[config.mk]
export PLATFORM = sky130hd
export DESIGN_NAME = con_req_sched_cm
export DESIGN_NICKNAME = d
export VERILOG_FILES = /design/src/rtl/con_cm_pkg.sv /design/src/rtl/con_req_fifo.sv /design/src/rtl/con_req_sched_cm.sv
export SDC_FILE = /design/constraint.sdc
export NUM_CORES = 1
export LEC_CHECK = 0
export BUFFER_PORTS_ARGS = -buffer_cell sky130_fd_sc_hd__buf_2
export CAP_MARGIN = 30
export CORE_MARGIN = 10
export CORE_UTILIZATION = 63
export DETAILED_ROUTE_END_ITERATION = 8
export HOLD_SLACK_MARGIN = 0.02
export PLACE_DENSITY = 0.84
export SYNTH_ARGS = -nofsm -noshare
export SYNTH_HDL_FRONTEND = slang
export SYNTH_SLANG_ARGS = --single-unit
export TNS_END_PERCENT = 100
[constraint.sdc]
create_clock -name clk -period 5.5 [get_ports clk]
set_clock_uncertainty 0.2 [all_clocks]
set_input_delay 0.825 -clock clk [delete_from_list [all_inputs] [get_ports clk]]
set_output_delay 0.825 -clock clk [all_outputs]
set_load 0.01 [all_outputs]
[src/rtl/con_cm_pkg.sv]
// Shared constants, response codes and FSM encoding for the CM console
// request scheduler.
package con_cm_pkg;

  localparam int ADDR_W     = 10;
  localparam int AREA1_LEN  = 64;
  localparam int AREA2_LEN  = 64;
  localparam int AREA3_LEN  = 384;
  localparam int AREA_TOTAL = AREA1_LEN + AREA2_LEN + AREA3_LEN;

  localparam logic [1:0] RSP_OK      = 2'b00;
  localparam logic [1:0] RSP_ERR     = 2'b01;
  localparam logic [1:0] RSP_TMO     = 2'b10;
  localparam logic [1:0] RSP_BADADDR = 2'b11;

  // One-hot scheduler states
  typedef enum logic [5:0] {
    ST_IDLE  = 6'b000001,
    ST_CHECK = 6'b000010,
    ST_START = 6'b000100,
    ST_WAIT  = 6'b001000,
    ST_RESP  = 6'b010000,
    ST_GAP   = 6'b100000
  } state_t;

  // True when the base address falls outside the mapped console area
  function automatic logic addr_out_of_map(input logic [ADDR_W-1:0] addr,
                                           input int total);
    return (int'(addr) >= total);
  endfunction

endpackage

[src/rtl/con_req_fifo.sv]
// Request queue: DEPTH x WIDTH, registered full/empty/ready flags and count.
// ready is a registered copy of !full, so a pop while full cannot admit a
// push in the same cycle.
module con_req_fifo #(
  parameter int DEPTH = 4,
  parameter int WIDTH = 10
) (
  input  logic                     clk,
  input  logic                     rst_n,
  input  logic                     push,
  input  logic                     pop,
  input  logic [WIDTH-1:0]         wdata,
  output logic [WIDTH-1:0]         rdata,
  output logic                     full,
  output logic                     empty,
  output logic                     ready,
  output logic [$clog2(DEPTH):0]   count
);

  localparam int PW = $clog2(DEPTH);
  localparam logic [PW:0] CNT_FULL = (PW+1)'(DEPTH);

  logic [WIDTH-1:0] mem [DEPTH];
  logic [PW-1:0]    wr_ptr;
  logic [PW-1:0]    rd_ptr;
  logic             do_push;
  logic             do_pop;
  logic [PW:0]      count_nxt;

  assign do_push = push & ~full;
  assign do_pop  = pop & ~empty;
  assign rdata   = mem[rd_ptr];

  // Occupancy after this cycle's push/pop
  always_comb begin
    count_nxt = count;
    case ({do_push, do_pop})
      2'b10:   count_nxt = count + 1'b1;
      2'b01:   count_nxt = count - 1'b1;
      default: count_nxt = count;
    endcase
  end

  // Pointers, count and flags; pointers wrap naturally (DEPTH is a power of 2)
  always_ff @(posedge clk or negedge rst_n) begin
    if (!rst_n) begin
      wr_ptr <= '0;
      rd_ptr <= '0;
      count  <= '0;
      full   <= 1'b0;
      empty  <= 1'b1;
      ready  <= 1'b0;
    end else begin
      if (do_push) wr_ptr <= wr_ptr + 1'b1;
      if (do_pop)  rd_ptr <= rd_ptr + 1'b1;
      count <= count_nxt;
      full  <= (count_nxt == CNT_FULL);
      empty <= (count_nxt == '0);
      ready <= (count_nxt != CNT_FULL);
    end
  end

  // Storage array, written only on an accepted push
  always_ff @(posedge clk) begin
    if (do_push) mem[wr_ptr] <= wdata;
  end

endmodule

[src/rtl/con_req_sched_cm.sv]
// CM console request scheduler: queues requests, rejects unmapped addresses,
// issues start pulses to the area controller, waits for done/error with a
// timeout, retries errors and returns one response per request.
//
//  state | meaning
//  IDLE  | waiting for a queued request; pops it and clears the retry count
//  CHECK | address range test; unmapped addresses skip straight to RESP
//  START | o_start_con high for this one cycle, timer cleared
//  WAIT  | waiting for done/error, bounded by the timer
//  RESP  | response registered out on the following cycle
//  GAP   | idle spacing after a response or before a retry start
module con_req_sched_cm
  import con_cm_pkg::*;
#(
  parameter int FIFO_DEPTH  = 4,
  parameter int AREA_TOTAL  = AREA1_LEN + AREA2_LEN + AREA3_LEN,
  parameter int TIMEOUT_CYC = 4096,
  parameter int MAX_RETRY   = 1,
  parameter int GAP_CYC     = 2
) (
  input  logic              clk,
  input  logic              rst_n,
  input  logic              i_req_valid,
  input  logic [ADDR_W-1:0] im_req_addr,
  output logic              o_req_ready,
  output logic              o_start_con,
  output logic [ADDR_W-1:0] om_base_addr,
  input  logic              i_done_con,
  input  logic              i_error_con,
  output logic              o_rsp_valid,
  output logic [ADDR_W-1:0] om_rsp_addr,
  output logic [1:0]        om_rsp_code,
  output logic              o_busy
);

  localparam int TW = (TIMEOUT_CYC > 1) ? $clog2(TIMEOUT_CYC) : 1;
  localparam int GW = (GAP_CYC > 1) ? $clog2(GAP_CYC) : 1;
  localparam logic [TW-1:0] TMO_LAST  = TW'(TIMEOUT_CYC - 1);
  localparam logic [GW-1:0] GAP_LAST  = GW'(GAP_CYC - 1);
  localparam logic [1:0]    RETRY_LIM = 2'(MAX_RETRY);

  state_t              state;
  logic [ADDR_W-1:0]   cur_addr;
  logic [1:0]          rsp_code;
  logic [1:0]          retry_cnt;
  logic                retry_pend;
  logic [TW-1:0]       timer;
  logic [GW-1:0]       gap_cnt;

  logic                fifo_push;
  logic                fifo_pop;
  logic [ADDR_W-1:0]   fifo_rdata;
  logic                fifo_full;
  logic                fifo_empty;
  logic [$clog2(FIFO_DEPTH):0] fifo_count;

  assign fifo_push = i_req_valid & o_req_ready;
  assign fifo_pop  = (state == ST_IDLE) & ~fifo_empty;

  con_req_fifo #(
    .DEPTH (FIFO_DEPTH),
    .WIDTH (ADDR_W)
  ) u_fifo (
    .clk   (clk),
    .rst_n (rst_n),
    .push  (fifo_push),
    .pop   (fifo_pop),
    .wdata (im_req_addr),
    .rdata (fifo_rdata),
    .full  (fifo_full),
    .empty (fifo_empty),
    .ready (o_req_ready),
    .count (fifo_count)
  );

  // Scheduler FSM with its timer, retry/gap counters and registered outputs
  always_ff @(posedge clk or negedge rst_n) begin
    if (!rst_n) begin
      state        <= ST_IDLE;
      cur_addr     <= '0;
      rsp_code     <= RSP_OK;
      retry_cnt    <= '0;
      retry_pend   <= 1'b0;
      timer        <= '0;
      gap_cnt      <= '0;
      o_start_con  <= 1'b0;
      om_base_addr <= '0;
      o_rsp_valid  <= 1'b0;
      om_rsp_addr  <= '0;
      om_rsp_code  <= '0;
      o_busy       <= 1'b0;
    end else begin
      o_start_con <= 1'b0;
      o_rsp_valid <= 1'b0;
      o_busy      <= (state != ST_IDLE) | ~fifo_empty;
      case (state)
        ST_IDLE: begin
          if (!fifo_empty) begin
            cur_addr   <= fifo_rdata;
            retry_cnt  <= '0;
            retry_pend <= 1'b0;
            state      <= ST_CHECK;
          end
        end
        ST_CHECK: begin
          if (addr_out_of_map(cur_addr, AREA_TOTAL)) begin
            rsp_code <= RSP_BADADDR;
            state    <= ST_RESP;
          end else begin
            o_start_con  <= 1'b1;
            om_base_addr <= cur_addr;
            state        <= ST_START;
          end
        end
        ST_START: begin
          timer <= '0;
          state <= ST_WAIT;
        end
        ST_WAIT: begin
          // done has priority over a coincident error
          if (i_done_con) begin
            rsp_code <= RSP_OK;
            state    <= ST_RESP;
          end else if (i_error_con) begin
            if (retry_cnt < RETRY_LIM) begin
              retry_cnt  <= retry_cnt + 1'b1;
              retry_pend <= 1'b1;
              gap_cnt    <= '0;
              state      <= ST_GAP;
            end else begin
              rsp_code <= RSP_ERR;
              state    <= ST_RESP;
            end
          end else if (timer == TMO_LAST) begin
            rsp_code <= RSP_TMO;
            state    <= ST_RESP;
          end else begin
            timer <= timer + 1'b1;
          end
        end
        ST_RESP: begin
          o_rsp_valid <= 1'b1;
          om_rsp_addr <= cur_addr;
          om_rsp_code <= rsp_code;
          retry_pend  <= 1'b0;
          gap_cnt     <= '0;
          state       <= ST_GAP;
        end
        ST_GAP: begin
          // spacing also covers the controller's completion cycle
          if (gap_cnt == GAP_LAST) begin
            gap_cnt <= '0;
            if (retry_pend) begin
              retry_pend   <= 1'b0;
              o_start_con  <= 1'b1;
              om_base_addr <= cur_addr;
              state        <= ST_START;
            end else begin
              state <= ST_IDLE;
            end
          end else begin
            gap_cnt <= gap_cnt + 1'b1;
          end
        end
        default: state <= ST_IDLE;
      endcase
    end
  end

endmodule

==> results.md <==
- Vias in the first global route: between 2000 and 3000
- Main synth FF type: dfrtp_1
- Setup violators final: 0
- Antenna violations before repair: 0
- Wire per inst: ~18 um
- CTS Buf Count: 9
- Largest net degree at the start of global routing: 70
- Area Growth Syn to Fin: 9.95%
- Most common cell after layout, fill and taps aside: dfrtp_1
- DR vias: between 2000 and 3000
- DR DRC count: 0
- Initial DRC count: between 100 and 150
- Internal: 1710 uW
- Non-filler cells, final: 486
- Count of cell types in the netlist: between 50 and 60
- EDFF count, synth: 40
- Net Switching: 904 uW
- Placement Setup Slack: approximately 1.9 ns
- Worst Path Max Fanout: 14
- Fin. max-slew vios: 0
- Placed insts: between 400 and 500
- Final net count: a little over 400
- Post-synth top area share: roughly 36%
- # rows: 31
- Flops & latches, synth: about 110
- CP Launch Type: flop
- Worst-skew pair later-pin latency: 0.37 ns
- Initial Util: 64.5%
- Worst Max-Slew Pin Slew: 0.981 ns
- Power Dens Cells: 511 nW/um^2
- Final setup margin: 1.91 ns
- Fin crit period: approximately 3.6 ns
- Area of the core: 7210 um^2
- Mean area per synthesized cell: 13.7 um^2
- FILL cells: between 500 and 600
- Mapped Cells: between 300 and 400
- Switching share of power: 34.6%
- PortBufs: 40
- Number of antenna cells inserted: 0
- # resized after CTS: 0
- Clock Sinks: ~110
- Ys async rst share: a little over three fifths
- Flop pwr share: 49.1%
- Fmax: 279 MHz
- Gr ovfl total: 0
- Most area-consuming cells after synthesis: dfrtp_1 36%, edfxtp_1 26%, mux4_2 4.8%
- Syn nets: between 300 and 400
- Post-Syn Area: roughly 4700 um^2
- Arrival @ worst endpoint: around 3.7 ns
- Die area: between 10000 and 15000 um^2
- Clk pin slew, worst setup/hold paths: 0.11 ns
- Relative slew slack: approximately a third
- Reg2Reg Setup Slack: between 1.5 and 2 ns
- Final worst-path cycle share: about 65%
- Most frequent cells in the layout: 67 x dfrtp_1, 52 x nand2_1, 40 x buf_2, 40 x edfxtp_1, 16 x nor2_1
- Max_cap viols: 0
- Worst path required time: about 5.6 ns
- RSZ-0062 raised after global routing: no
- Gr usage total: ~17%
- Hold Buf Count CTS: 0
- Type of the worst min-delay path: flop to flop
- Io pins: approximately 40
- Yosys Warn Count: 0
- Static Leak: roughly 0.0022 uW
- Status: complete, no violations
- Ratio of cells with drive above 1 in the final layout: a little over a quarter
- Worst Setup End Kind: flop
- GP Congestion: between 0.9 and 1
- Chip height: 106 um
- Clk root buf: clkbuf_8
- Final WL: 8590 um
- CTS tree: done
- Final ANT Viol Nets: 0
- Clk network pwr share: between 10% and 20%
- First-pass GRT wire length: roughly 15000 um
- DP HPWL: roughly 6000 um
- Peak VDD IR: around 0.34 mV
- Drt via density: ~5.6
- Power share of the combinational group: about a third
- Post-CTS Setup Bufs: 0
- Detailed Routing Iterations Pass 1: 4
- H-tree depth: 3
- Chip width: ~110 um
- Setup TNS: 0 ns
- Fin. Hold Viols: 0
- Part of the Yosys area used for sequential elements: about 63%
- Synth area leader: dfrtp_1
- Kind of critical path: flop to flop
- CTS max path bufs: 2
[path summary, 6_finish.rpt]
| kind | from | to | cells past startpoint |
|---|---|---|---|
| max in group asynchronous | rst_n | timer[10] | 2 |
| max | state[4] | u_fifo.ready | 10 |
| min | timer[6] | timer[6] | 1 |
| max reg2reg | state[4] | u_fifo.ready | 10 |
| min in group asynchronous | rst_n | om_rsp_code[1] | 2 |
| min reg2reg | timer[6] | timer[6] | 1 |
[metal layers]
layer  up-vias  part of all wire [%]  track usage (%)  wire, um
li1       1295                     -                -         -
met1      1355                    42             20.0      3640
met2        52                    52             28.3      4480
met3        10                   4.0             4.41       343
met4         0                   1.4             5.22       123
met5         -                     0                0         0
[critical path: stages, from the launching register on]
cell,delay [ns]
dfrtp_1,0.51
nor4_4,0.41
nor4b_4,0.86
ha_1,0.32
inv_1,0.06
fa_1,0.37
xor2_1,0.15
nor2_1,0.12
xor2_1,0.22
nor2b_1,0.21
inv_1,0.05
[Yosys cell counts (5+ instances only)]
cell type / number
ha_1: 7
inv_1: 14
mux2_4: 7
edfxtp_1: 40
dfrtp_1: 67
nand3_1: 9
mux4_2: 10
mux2_2: 15
nand2_1: 52
o21ai_0: 15
nor2_1: 16
a21oi_1: 7
a31oi_1: 5
and2_1: 6
[state kept, by name, indices dropped and copies added (netlist names)]
name,flops
om_rsp_addr,10
u_fifo.full,1
o_busy,1
u_fifo.empty,1
o_start_con,1
u_fifo.mem,40
cur_addr,10
u_fifo.rd_ptr,2
state,6
u_fifo.count,3
timer,12
retry_cnt,2
gap_cnt,1
o_rsp_valid,1
u_fifo.ready,1
rsp_code,2
om_rsp_code,2
retry_pend,1
om_base_addr,10
u_fifo.wr_ptr,2
[layout make-up]
type / count / area (um^2) / share of cell area (%)
Tap cell: 99 / 124 / 2.42
Clock buffer: 9 / 124 / 2.42
Sequential cell: 109 / 2930 / 57.3
Timing Repair Buffer: 41 / 208 / 4.06
Inverter: 15 / 57.6 / 1.12
Multi-Input combinational cell: 206 / 1600 / 31.2
Clock inverter: 7 / 77.6 / 1.52
[metrics by stage]
| stage | hold WS [ns] | area, um^2 | utilization, % | power (uW) |
|---|---|---|---|---|
| global placement | 0.251 | 4910 | 68.1 | 2130 |
| global route | 0.307 | 5120 | 70.9 | 2780 |
| floorplan | 0.239 | 4650 | - | 1920 |
| finish | 0.285 | 5120 | 70.9 | 2620 |
| CTS | 0.284 | 5120 | 70.9 | 2650 |
| detailed placement | 0.257 | 4910 | 68.1 | 2170 |
[power groups by stage]
| stage | logic (uW) | registers, uW | clock network [uW] |
|---|---|---|---|
| final | 858 | 1280 | 474 |
| after global routing | 958 | 1320 | 509 |
| after CTS | 874 | 1290 | 486 |
| after detailed placement | 872 | 1300 | 0 |
| after global placement | 841 | 1290 | 0 |
| after floorplan | 659 | 1260 | 0 |
[kinds of logic after synthesis]
logic type / count (synthesis) / share of synthesized area, %
xor gates and xnor gates: 7 / 1.32
AOI/OAI and AO/OA: 46 / 6.64
and+or+nand+nor: 112 / 13.1
buffers and inverters: 25 / 2.74
muxes: 33 / 10.9
adders and majority gates: 8 / 2.31
DFF: 109 / 63.0
(Power assumes the default switching activity.)
